===== src/rtl/mc_alu.sv =====
// mc_alu: multi-cycle ALU. ADD/SUB/logic/SLT take 1 cycle; shifts go bit-serially; MULU (and DIVU) are iterative.
// Latency: 1 for single-cycle ops, s+1 for a shift by s>=1, WIDTH+1 for MULU and for DIVU with b!=0.
// Backpressure: start is accepted only while busy=0. Results are held until the next accepted op. Define MC_ALU_DIV_EN to build the divider.
module mc_alu #(
  parameter int WIDTH = 32,
  parameter int SHW   = $clog2(WIDTH)
) (
  input  logic             clk,
  input  logic             rst_n,
  input  logic             start,
  input  logic [3:0]       op,
  input  logic [WIDTH-1:0] a,
  input  logic [WIDTH-1:0] b,
  output logic             busy,
  output logic             done,
  output logic [WIDTH-1:0] result,
  output logic [WIDTH-1:0] result_hi,
  output logic             zero,
  output logic             overflow
);

  localparam int CW = SHW + 1;

  localparam logic [3:0] OP_ADD  = 4'b0000;
  localparam logic [3:0] OP_SUB  = 4'b0001;
  localparam logic [3:0] OP_OR   = 4'b0010;
  localparam logic [3:0] OP_AND  = 4'b0011;
  localparam logic [3:0] OP_XOR  = 4'b0100;
  localparam logic [3:0] OP_SLT  = 4'b0101;
  localparam logic [3:0] OP_SLL  = 4'b0110;
  localparam logic [3:0] OP_SRL  = 4'b0111;
  localparam logic [3:0] OP_MULU = 4'b1000;
  localparam logic [3:0] OP_DIVU = 4'b1001;

  typedef enum logic {S_IDLE, S_RUN} state_t;

  state_t           state_q, state_d;
  logic [3:0]       op_q, op_d;
  logic [CW-1:0]    cnt_q, cnt_d;
  // acc: product high word / partial remainder. lo: shift value / multiplier / quotient.
  // opb: multiplicand / divisor.
  logic [WIDTH-1:0] acc_q, acc_d;
  logic [WIDTH-1:0] lo_q, lo_d;
  logic [WIDTH-1:0] opb_q, opb_d;
  logic [WIDTH-1:0] result_q, result_d;
  logic [WIDTH-1:0] result_hi_q, result_hi_d;
  logic             zero_q, zero_d;
  logic             overflow_q, overflow_d;
  logic             done_q, done_d;

  logic [WIDTH-1:0] sum, diff;
  logic [WIDTH:0]   mul_add;
  logic             fin;
  logic [WIDTH-1:0] fin_res, fin_hi;
  logic             fin_ovf;

  assign sum     = a + b;
  assign diff    = a - b;
  // One shift-add step: add the multiplicand to the high word when the current multiplier bit is set.
  assign mul_add = {1'b0, acc_q} + (lo_q[0] ? {1'b0, opb_q} : {(WIDTH+1){1'b0}});

`ifdef MC_ALU_DIV_EN
  logic [WIDTH:0] div_sh, div_sub;
  // Restoring step: bring the next dividend bit into the remainder and trial-subtract the divisor.
  assign div_sh  = {acc_q, lo_q[WIDTH-1]};
  assign div_sub = div_sh - {1'b0, opb_q};
`endif

  // Next-state logic: accept/compute in IDLE, iterate in RUN, and register the outputs on completion.
  always_comb begin
    state_d     = state_q;
    op_d        = op_q;
    cnt_d       = cnt_q;
    acc_d       = acc_q;
    lo_d        = lo_q;
    opb_d       = opb_q;
    result_d    = result_q;
    result_hi_d = result_hi_q;
    zero_d      = zero_q;
    overflow_d  = overflow_q;
    done_d      = 1'b0;
    fin         = 1'b0;
    fin_res     = '0;
    fin_hi      = '0;
    fin_ovf     = 1'b0;

    if (state_q == S_IDLE) begin
      if (start) begin
        op_d = op;
        unique case (op)
          OP_ADD: begin
            fin     = 1'b1;
            fin_res = sum;
            fin_ovf = (a[WIDTH-1] == b[WIDTH-1]) && (sum[WIDTH-1] != a[WIDTH-1]);
          end
          OP_SUB: begin
            fin     = 1'b1;
            fin_res = diff;
            fin_ovf = (a[WIDTH-1] != b[WIDTH-1]) && (diff[WIDTH-1] != a[WIDTH-1]);
          end
          OP_OR:  begin fin = 1'b1; fin_res = a | b; end
          OP_AND: begin fin = 1'b1; fin_res = a & b; end
          OP_XOR: begin fin = 1'b1; fin_res = a ^ b; end
          OP_SLT: begin
            fin     = 1'b1;
            fin_res = {{(WIDTH-1){1'b0}}, ($signed(a) < $signed(b))};
          end
          OP_SLL, OP_SRL: begin
            if (b[SHW-1:0] == '0) begin
              fin     = 1'b1;
              fin_res = a;
            end else begin
              lo_d    = a;
              cnt_d   = {1'b0, b[SHW-1:0]};
              state_d = S_RUN;
            end
          end
          OP_MULU: begin
            acc_d   = '0;
            lo_d    = a;
            opb_d   = b;
            cnt_d   = CW'(WIDTH);
            state_d = S_RUN;
          end
`ifdef MC_ALU_DIV_EN
          OP_DIVU: begin
            if (b == '0) begin
              fin     = 1'b1;
              fin_res = '1;
              fin_hi  = a;
              fin_ovf = 1'b1;
            end else begin
              acc_d   = '0;
              lo_d    = a;
              opb_d   = b;
              cnt_d   = CW'(WIDTH);
              state_d = S_RUN;
            end
          end
`endif
          default: fin = 1'b1;
        endcase
      end
    end else begin
      cnt_d = cnt_q - CW'(1);
      unique case (op_q)
        OP_SLL: lo_d = {lo_q[WIDTH-2:0], 1'b0};
        OP_SRL: lo_d = {1'b0, lo_q[WIDTH-1:1]};
        OP_MULU: {acc_d, lo_d} = {mul_add, lo_q[WIDTH-1:1]};
`ifdef MC_ALU_DIV_EN
        OP_DIVU: begin
          if (!div_sub[WIDTH]) begin
            acc_d = div_sub[WIDTH-1:0];
            lo_d  = {lo_q[WIDTH-2:0], 1'b1};
          end else begin
            acc_d = div_sh[WIDTH-1:0];
            lo_d  = {lo_q[WIDTH-2:0], 1'b0};
          end
        end
`endif
        default: ;
      endcase
      if (cnt_q == CW'(1)) begin
        fin     = 1'b1;
        fin_res = lo_d;
        fin_hi  = (op_q == OP_SLL || op_q == OP_SRL) ? '0 : acc_d;
        fin_ovf = (op_q == OP_MULU) && (acc_d != '0);
      end
    end

    if (fin) begin
      state_d     = S_IDLE;
      result_d    = fin_res;
      result_hi_d = fin_hi;
      zero_d      = (fin_res == '0);
      overflow_d  = fin_ovf;
      done_d      = 1'b1;
    end
  end

  // State, datapath and registered outputs; async reset aborts any operation in flight.
  always_ff @(posedge clk or negedge rst_n) begin
    if (!rst_n) begin
      state_q     <= S_IDLE;
      op_q        <= OP_ADD;
      cnt_q       <= '0;
      acc_q       <= '0;
      lo_q        <= '0;
      opb_q       <= '0;
      result_q    <= '0;
      result_hi_q <= '0;
      zero_q      <= 1'b1;
      overflow_q  <= 1'b0;
      done_q      <= 1'b0;
    end else begin
      state_q     <= state_d;
      op_q        <= op_d;
      cnt_q       <= cnt_d;
      acc_q       <= acc_d;
      lo_q        <= lo_d;
      opb_q       <= opb_d;
      result_q    <= result_d;
      result_hi_q <= result_hi_d;
      zero_q      <= zero_d;
      overflow_q  <= overflow_d;
      done_q      <= done_d;
    end
  end

  assign busy      = (state_q == S_RUN);
  assign done      = done_q;
  assign result    = result_q;
  assign result_hi = result_hi_q;
  assign zero      = zero_q;
  assign overflow  = overflow_q;

endmodule


===== config.mk =====
export PLATFORM = sky130hd
export DESIGN_NAME = mc_alu
export DESIGN_NICKNAME = d
export VERILOG_FILES = /design/src/rtl/mc_alu.sv
export SDC_FILE = /design/constraint.sdc
export NUM_CORES = 1
export LEC_CHECK = 0
export CORE_MARGIN = 1
export CORE_UTILIZATION = 45
export DETAILED_ROUTE_END_ITERATION = 12
export SLEW_MARGIN = 0
export SYNTH_ARGS = -nofsm -noshare
export SYNTH_HDL_FRONTEND = slang
export SYNTH_SLANG_ARGS = --single-unit

===== constraint.sdc =====
create_clock -name clk -period 13.1 [get_ports clk]
set_input_delay 2.62 -clock clk [delete_from_list [all_inputs] [get_ports clk]]
set_output_delay 2.62 -clock clk [all_outputs]
set_load 0.02 [all_outputs]

Word level (Yosys, flattened, before mapping)
Cells that the tools add are included.
{"block": "op_classes", "addsub": 4, "order_cmp": 1, "eq_ne": 17, "muxes": 38, "bitwise_logic": 4, "n_reduce_logical": 16}
{"cell": "2-to-1 mux 32 bit", "n": 16}
{"cell": "one-hot mux 32 bit (7 select lines)", "n": 1}
{"cell": "one-hot mux 32 bit (3 select lines)", "n": 1}
{"cell": "one-hot mux 32 bit (2 select lines)", "n": 1}
{"cell": "adder 32 x 32 -> 33 bit", "n": 1}
{"cell": "adder 32 bit", "n": 1}
{"cell": "bitwise AND 32 bit", "n": 1}
{"cell": "zero test 32 bit", "n": 1}
{"cell": "< comparator 32 bit", "n": 1}
{"cell": "bitwise OR 32 bit", "n": 1}
{"cell": "nonzero test 32 bit", "n": 1}
{"cell": "subtractor 32 bit", "n": 1}
{"cell": "XOR 32 bit", "n": 1}
{"cell": "== test 4 x 3 -> 1 bit (second input constant)", "n": 6}
{"cell": "2-to-1 mux 6 bit", "n": 3}
{"cell": "2-to-1 mux 1 bit", "n": 12}
{"cell": "one-hot mux 6 bit (2 select lines)", "n": 1}
{"cell": "== test 4 x 2 -> 1 bit (second input constant)", "n": 2}
{"cell": "== test 4 bit (second input constant)", "n": 2}
{"cell": "== test 6 x 1 -> 1 bit (second input constant)", "n": 1}
{"cell": "one-hot mux 1 bit (2 select lines)", "n": 3}
{"cell": "AND reduction 3 bit", "n": 2}
{"cell": "subtractor 6 x 1 -> 6 bit (second input constant)", "n": 1}
{"cell": "zero test 5 bit", "n": 1}
{"cell": "12 further kinds", "n": 18}
{"block": "totals", "regBits": 174, "input_bits": 71, "output_inout_bits": 68, "word_cells": 91}

Logic depth before layout (Yosys ltp)
Gate-level depths: netlist (run 1).
{"block": "logic_depth", "word_depth": 8, "mapped_depth": 18, "ltp_nobuf": 16}

Least setup slack after synthesis (run 1)
Ideal clock, no wire load.
{"block": "synth_timing", "path_kind": "input-to-reg", "startpoint": "input a[0]", "endpoint": "register zero_q (netlist: zero)", "arrival_time_ns": 5.588, "t_required_ns": 13.009, "setup_slack_ns": 7.422, "path_stages": 14, "path_buffers": 0, "path_cell_list": "ha_1 fa_1 a21oi_1 o22ai_1 o211ai_1 nand3_1 a221o_1 a311oi_1 xnor2_1 o221ai_1 a21o_1 nor4_1 nand4_1 o31ai_1"}
{"block": "synth_via", "elab_chain_len": 5, "word_cells_on_any_way": 11, "cone_classes": "add/sub (2); order compare (1); mux (4); bitwise (3); reduce/logical (1)"}
{"item": "from (decl)", "line_no": "12", "source": "input logic [WIDTH-1:0] a,"}
{"item": "subtractor 32 bit (tied with other cells)", "line_no": "58", "source": "assign diff = a - b;"}
{"item": "one-hot mux 32 bit (7 select lines) *", "line_no": "90", "source": "unique case (op)"}
{"item": "2-to-1 mux 32 bit *", "line_no": "88", "source": "if (start) begin"}
{"item": "2-to-1 mux 32 bit *", "line_no": "87", "source": "if (state_q == S_IDLE) begin"}
{"item": "zero test 32 bit *", "line_no": "175", "source": "zero_d = (fin_res == '0);"}
{"item": "to (signal assigned)", "line_no": "204", "source": "zero_q <= zero_d;"}
{"item": "to (decl)", "line_no": "47", "source": "logic zero_q, zero_d;"}
Mark *: on every way between the ends. The rest lies on a longest branch, timed or not.
A chain may end at the register's enable or synchronous reset.

Final worst setup path (run 1)
{"block": "layout_timing", "startpoint": "input b[4]", "endpoint": "register zero_q (netlist: zero)"}
{"block": "layout_via", "elab_chain_len": 6, "word_cells_on_any_way": 16, "cone_classes": "add/sub (2); order compare (1); mux (8); bitwise (3); reduce/logical (2)"}
{"item": "from (decl)", "line_no": "13", "source": "input logic [WIDTH-1:0] b,"}
{"item": "parallel branches: the longest is 6 deep, another holds subtractor 32 bit"}
Parallel ways; which one is timed is not known.

==> impl_metrics.yaml, run 1 <==
route:
  routed_via_density: 6.36
  drc: 0
  first_pass_iters: 9
  vias: 15935
  antenna_left: 0
  post_drt_wl_per_cell_um: 23.9
  drtIter0Drc: 1864
  routed_wl_um: 60000
placement:
  hpwl_um: 44700
  port_buffers: 138
  detailed_place.area_sq_um: 17300
  place_congestion: 1.01
  pre_cts_slack_ps: 5880
critical_path:
  critPathLaunchType: "input port"
  cp_max_fo: 12
  required_ps: 13490
  cp.arrival_ps: 7240
  critPathKind: "in -> reg"
  endpoint_kind: "register"
logic_synthesis:
  synth_ff_type: "dfrtp_1"
  ys_warn_count: 0
  synth_top_area_share_pct: 27.7
  synth_cell_types: 86
  ys_seq_area_share_pct: 27.8
  yosysMostFrequentCell: "nand2_1"
  synth_area_leaders: "dfrtp_1 28%, ha_1 12%, nand2_1 6.7%, o21ai_0 6.0%, a21oi_1 5.1%"
  synth_cells: 1995
  synth_nets: 2216
  synth_edf_count: 0
  syn-cell-area_sq_um: 15600
  postSynthAreaPerCell_sq_um: 7.84
  ys_top_cells_by_count: "278 x nand2_1, 186 x o21ai_0, 173 x dfrtp_1"
  synth_top_cell_by_area: "dfrtp_1"
  synth_seq_cells: 174
  async_flop_share_pct: 100
floorplan:
  io_pins: 139
  chipHeight_um: 188
  fp.dieW_um: 188
  core_sq_um: 33900
  placementRows: 67
  initial_core_util_pct: 46.2
  dieArea_sq_um: 35500
sta:
  tns_ps: 0
  fmax_mhz: 146
  worstMarginPinSlew_ps: 1230
  slew_violations: 0
  fin_ws_ps: 6250
  min_period_ps: 6850
  skew_ps: 10.5
  fin_crit_sh_pct: 52.3
  finalHoldViolations: 0
  rsz0062_at_grt: "no"
  relSlewSlack_pct: 17.4
  setup_viol: 0
power_and_ir_drop:
  powerDensity_nw_per_um2: 141
  p_leak_uw: 0.00813
  ir_drop_uv: 104
global_routing:
  grt_max_degree: 87
  antenna_found_initial: 1
  grt_overflow: 0
  groute.usage.overall_pct: 33.5
  grt_pass1_vias: 14806
  grt_pass1_wl_um: 91000
final_layout:
  fin_nets: 2267
  syn_to_final_growth_pct: 14.4
  final_layout_size_suffix_gt1_share_pct: 5.10
  diodes: 0
  fin_area_sq_um: 17900
  nFillCells: 3223
clocking:
  ctsResizeCount: 0
  cts_setup_buffers: 0
  h-tree-depth: 4
  cts_inserted_buffers: 17
  insertion_delay_ps: 470
  cts.sinks: 174
  cts_hold_buf: 0
  clk_pin_slew_ps: 70
  cts-root-buf: "clkbuf_16"
  max-clock-path-buffers: 2
  tritoncts: "done"
worst_hold_path:
  hold_class: "reg -> reg"
flow_run:
  cap_violations: 0
run_status:
  status: "completed"
[worst max-delay path, stage by stage]
cell	delay [ps]
clkdlybuf4s50_1	560
inv_1	160
ha_1	590
nor2b_1	120
nor3_1	250
a211oi_1	170
o31ai_1	540
a31oi_1	270
a2111oi_0	450
nor2_1	160
a211oi_1	390
a2111oi_0	170
a311oi_1	520
or2_2	210
o31ai_1	60
[layout make-up]
type                    count  area, sq um  area share, %
clock inverters            14          143          0.797
well taps                 448          561           3.13
inverters                 112          420           2.35
multi-input cells        1576        10400           58.1
clock buffers              18          439           2.45
flip-flops and latches    174         4360           24.3
repair buffers            165         1580           8.83
[layout by cell type, fill, tap and decap left out, types with 12 or more instances in the layout]
master and n:
buf_4 27, a22o_1 50, nand4_1 17, xor2_1 14, o211ai_1 19, inv_1 112
nand2_1 277, o21bai_1 12, nor2b_1 22, xnor2_1 26, nor4_1 13, ha_1 147
a222oi_1 22, nand2b_1 14, a31oi_1 17, nor2_1 119, clkbuf_16 17, nor3_1 38
clkdlybuf4s50_1 136, mux2i_1 15, a21o_1 53, o31ai_1 19, a211oi_1 14, and2_1 43
a22oi_1 49, nand3_1 31, a21oi_1 155, dfrtp_1 172, o21ai_0 185
[path summary, 6_finish.rpt]
kind,startpoint,endpoint,slack (ps),depth (start not counted)
max in group asynchronous,rst_n,zero,9190,3
hold / removal,opb_q[19],opb_q[19],480,2
hold reg to reg,opb_q[19],opb_q[19],480,2
min in group asynchronous,rst_n,acc_q[2],2160,1
setup reg to reg,lo_q[0],overflow,7800,16
setup / recovery,b[4],zero,6250,15
[metal layers]
metal	GRT usage, %	vias to the layer above	share of wire [%]
met5	0	-	0
met1	49.4	7694	47
met4	9.18	0	2.2
met3	5.01	92	8.4
met2	50.3	760	43
li1	-	7389	-
[stage by stage]
| step | cells | utilization [%] | total power (uW) | hold slack, ps |
|---|---|---|---|---|
| 3_5_place_dp | 2475 | 51.1 | 1980 | 464 |
| 4_1_cts | 2507 | 52.8 | 2510 | 480 |
| 5_1_grt | 2507 | 52.8 | 2680 | 490 |
| 6_report | 2507 | 52.8 | 2530 | 476 |
| 3_3_place_gp | 2475 | 51.1 | 1970 | 455 |
| 2_1_floorplan | 1995 | - | 1580 | 442 |
[cells by family after synthesis]
group | share of synthesized area [%]
buffers and inverters | 6.06
xor gates and xnor gates | 2.34
muxes | 1.25
adders and majority gates | 12.1
and+or+nand+nor | 18.7
AOI/OAI and AO/OA | 31.7
DFF | 27.8
[flip-flops by register name (all words and copies together), names as in the netlist]
| register | cells |
|---|---|
| acc_q | 32 |
| zero | 1 |
| opb_q | 32 |
| op_q | 4 |
| cnt_q | 6 |
| lo_q | 32 |
| result_hi | 32 |
| overflow | 1 |
| busy | 1 |
| result | 32 |
| done | 1 |
[where the power goes]
group          total, uW  internal, uW  switching (uW)
clock                530           259             271
combinational       1160           439             724
sequential           833           678             154
total               2530          1380            1150
Power figures use the tool's default switching activity.
==> run 2: changes to the inputs <==
- PLACE_DENSITY: default -> 0.67
- clock period: 13.1 -> 6.2 ns (I/O delays scaled with it)
==> run 2 against run 1 <==
  * Clock skew is 9.1 ps higher
  * Die area stayed put
  * Sequential power is 110% higher
  * Highest routed layer unchanged
  * Non-clock buffer count is 35 higher
  * Cell count is 1.4% higher
  * Register-to-register slack worse by 6300 ps
==> impl_metrics.yaml, run 2 (synthesis results as in run 1) <==
run_status:
  status: "completed"
final_layout:
  fin_nets: 2302
  fin_area_sq_um: 18200
  syn_to_final_growth_pct: 16.4
  final_layout_size_suffix_gt1_share_pct: 6.69
  final_common_cell: "nand2_1"
  nFillCells: 3211
  multi_input_area_sq_um: 10400
  finish.utilization_pct: 53.8
  diodes: 0
  seqCellArea_sq_um: 4360
  layout_common_cells: "277 x nand2_1, 185 x o21ai_0, 172 x dfrtp_1"
route:
  antenna_left: 0
  drc: 0
  drtIter0Drc: 1694
  first_pass_iters: 6
  routed_via_density: 6.34
  vias: 16115
  post_drt_wl_per_cell_um: 23.9
  routed_wl_um: 60900
critical_path:
  critPathKind: "in -> reg"
  cp.arrival_ps: 5860
  endpoint_kind: "register"
  cp_max_fo: 10
  r2r_slack_ps: 1520
  critPathLaunchType: "input port"
  required_ps: 6580
  worst_r2r_path_depth: 15
  rr_startpoint: "lo_q[0]"
  rr_endpoint: "overflow"
sta:
  rsz0062_at_grt: "no"
  slew_violations: 0
  tns_ps: 0
  relSlewSlack_pct: 31.7
  skew_ps: 19.5
  worstMarginPinSlew_ps: 1030
  setup_viol: 0
  finalHoldViolations: 0
  min_period_ps: 5470
  fin_crit_sh_pct: 88.3
  fmax_mhz: 183
clocking:
  cts_inserted_buffers: 17
  cts_hold_buf: 0
  clk_pin_slew_ps: 80
  max-clock-path-buffers: 2
  cts.sinks: 174
  h-tree-depth: 4
  tritoncts: "done"
  cts-root-buf: "clkbuf_16"
  insertion_delay_ps: 480
  ctsResizeCount: 0
  cts_setup_buffers: 0
worst_hold_path:
  hold_class: "reg -> reg"
  whs_endpoint: "opb_q[18]"
  min_from: "opb_q[18]"
  hold_path_depth: 2
power_and_ir_drop:
  switching_share_pct: 44.4
  ir_drop_uv: 254
  p_int_uw: 3010
  clockPowerShare_pct: 22.1
  powerDensity_nw_per_um2: 297
  p_switching_uw: 2400
  power_frac_seq_pct: 32.3
  power_frac_comb_pct: 45.6
  p_leak_uw: 0.00832
global_routing:
  grt_overflow: 0
  grt_pass1_vias: 15286
  grt_pass1_wl_um: 92900
  antenna_found_initial: 0
  grt_max_degree: 80
  groute.usage.overall_pct: 34.3
floorplan:
  initial_core_util_pct: 46.2
  placementRows: 67
  fp.dieW_um: 188
  core_sq_um: 33900
  dieArea_sq_um: 35500
  chipHeight_um: 188
  io_pins: 139
placement:
  detailed_place.area_sq_um: 17600
  hpwl_um: 46200
  place_congestion: 0.986
  port_buffers: 138
flow_run:
  cap_violations: 0
## run 2: per-layer routing
| layer | GRT usage, % | vias up | part of all wire, % |
|---|---|---|---|
| met4 | 8.96 | 0 | 2.0 |
| met1 | 50.2 | 7839 | 46 |
| li1 | - | 7439 | - |
| met5 | 0 | - | 0 |
| met2 | 52.5 | 753 | 44 |
| met3 | 4.81 | 84 | 8.2 |
## run 2: through the flow
stage                     setup WS [ps]  hold slack [ps]  cells  total power (uW)
final                               726              473   2542              5420
after global routing                386              500   2542              5750
after CTS                           859              481   2542              5390
after detailed placement            388              464   2510              4190
after global placement              550              454   2510              4160
after floorplan                    1900              442   1995              3330
## run 2: worst max-delay path: stages
cell and delay, ps:
clkdlybuf4s50_1 640, inv_1 150, ha_1 450, nor3_1 190, o21ai_0 210, a211oi_1 580
o31ai_1 150, buf_4 180, a31oi_1 310, a2111oi_0 170, nor2_1 240, a211oi_1 170
a2111oi_0 450, a311oi_1 100, buf_4 170, or2_2 270, o31ai_1 190
## run 2: power by group through the flow
stage	clock [uW]	combinational [uW]	sequential (uW)
2_1_floorplan	0	1630	1700
3_3_place_gp	0	2410	1750
3_5_place_dp	0	2430	1750
4_1_cts	1210	2440	1740
5_1_grt	1250	2710	1790
6_report	1200	2470	1750
## run 2: cell type report
type / instances / area share (%)
multi-input cells: 1576 / 57.1
flip-flops and latches: 174 / 23.9
repair buffers: 200 / 10.1
well taps: 448 / 3.08
clock buffers: 19 / 2.49
inverters: 112 / 2.31
clock inverters: 13 / 0.941
## run 2: how the worst max path moves through the flow
| stage | startpoint | to | cells past startpoint |
|---|---|---|---|
| after floorplan | a[0] | zero | 14 |
| after global placement | b[3] | zero | 15 |
| after detailed placement | b[4] | zero | 17 |
| after CTS | b[4] | zero | 17 |
| after global routing | b[4] | zero | 17 |
| final | b[3] | zero | 17 |
==> run 3: changes to the inputs <==
- ABC_CLOCK_PERIOD_IN_PS: default -> 6200
- CTS_CLUSTER_SIZE: default -> 28
==> results of run 3 <==
The final DEF is identical to that of run 2; final timing and power are the same.
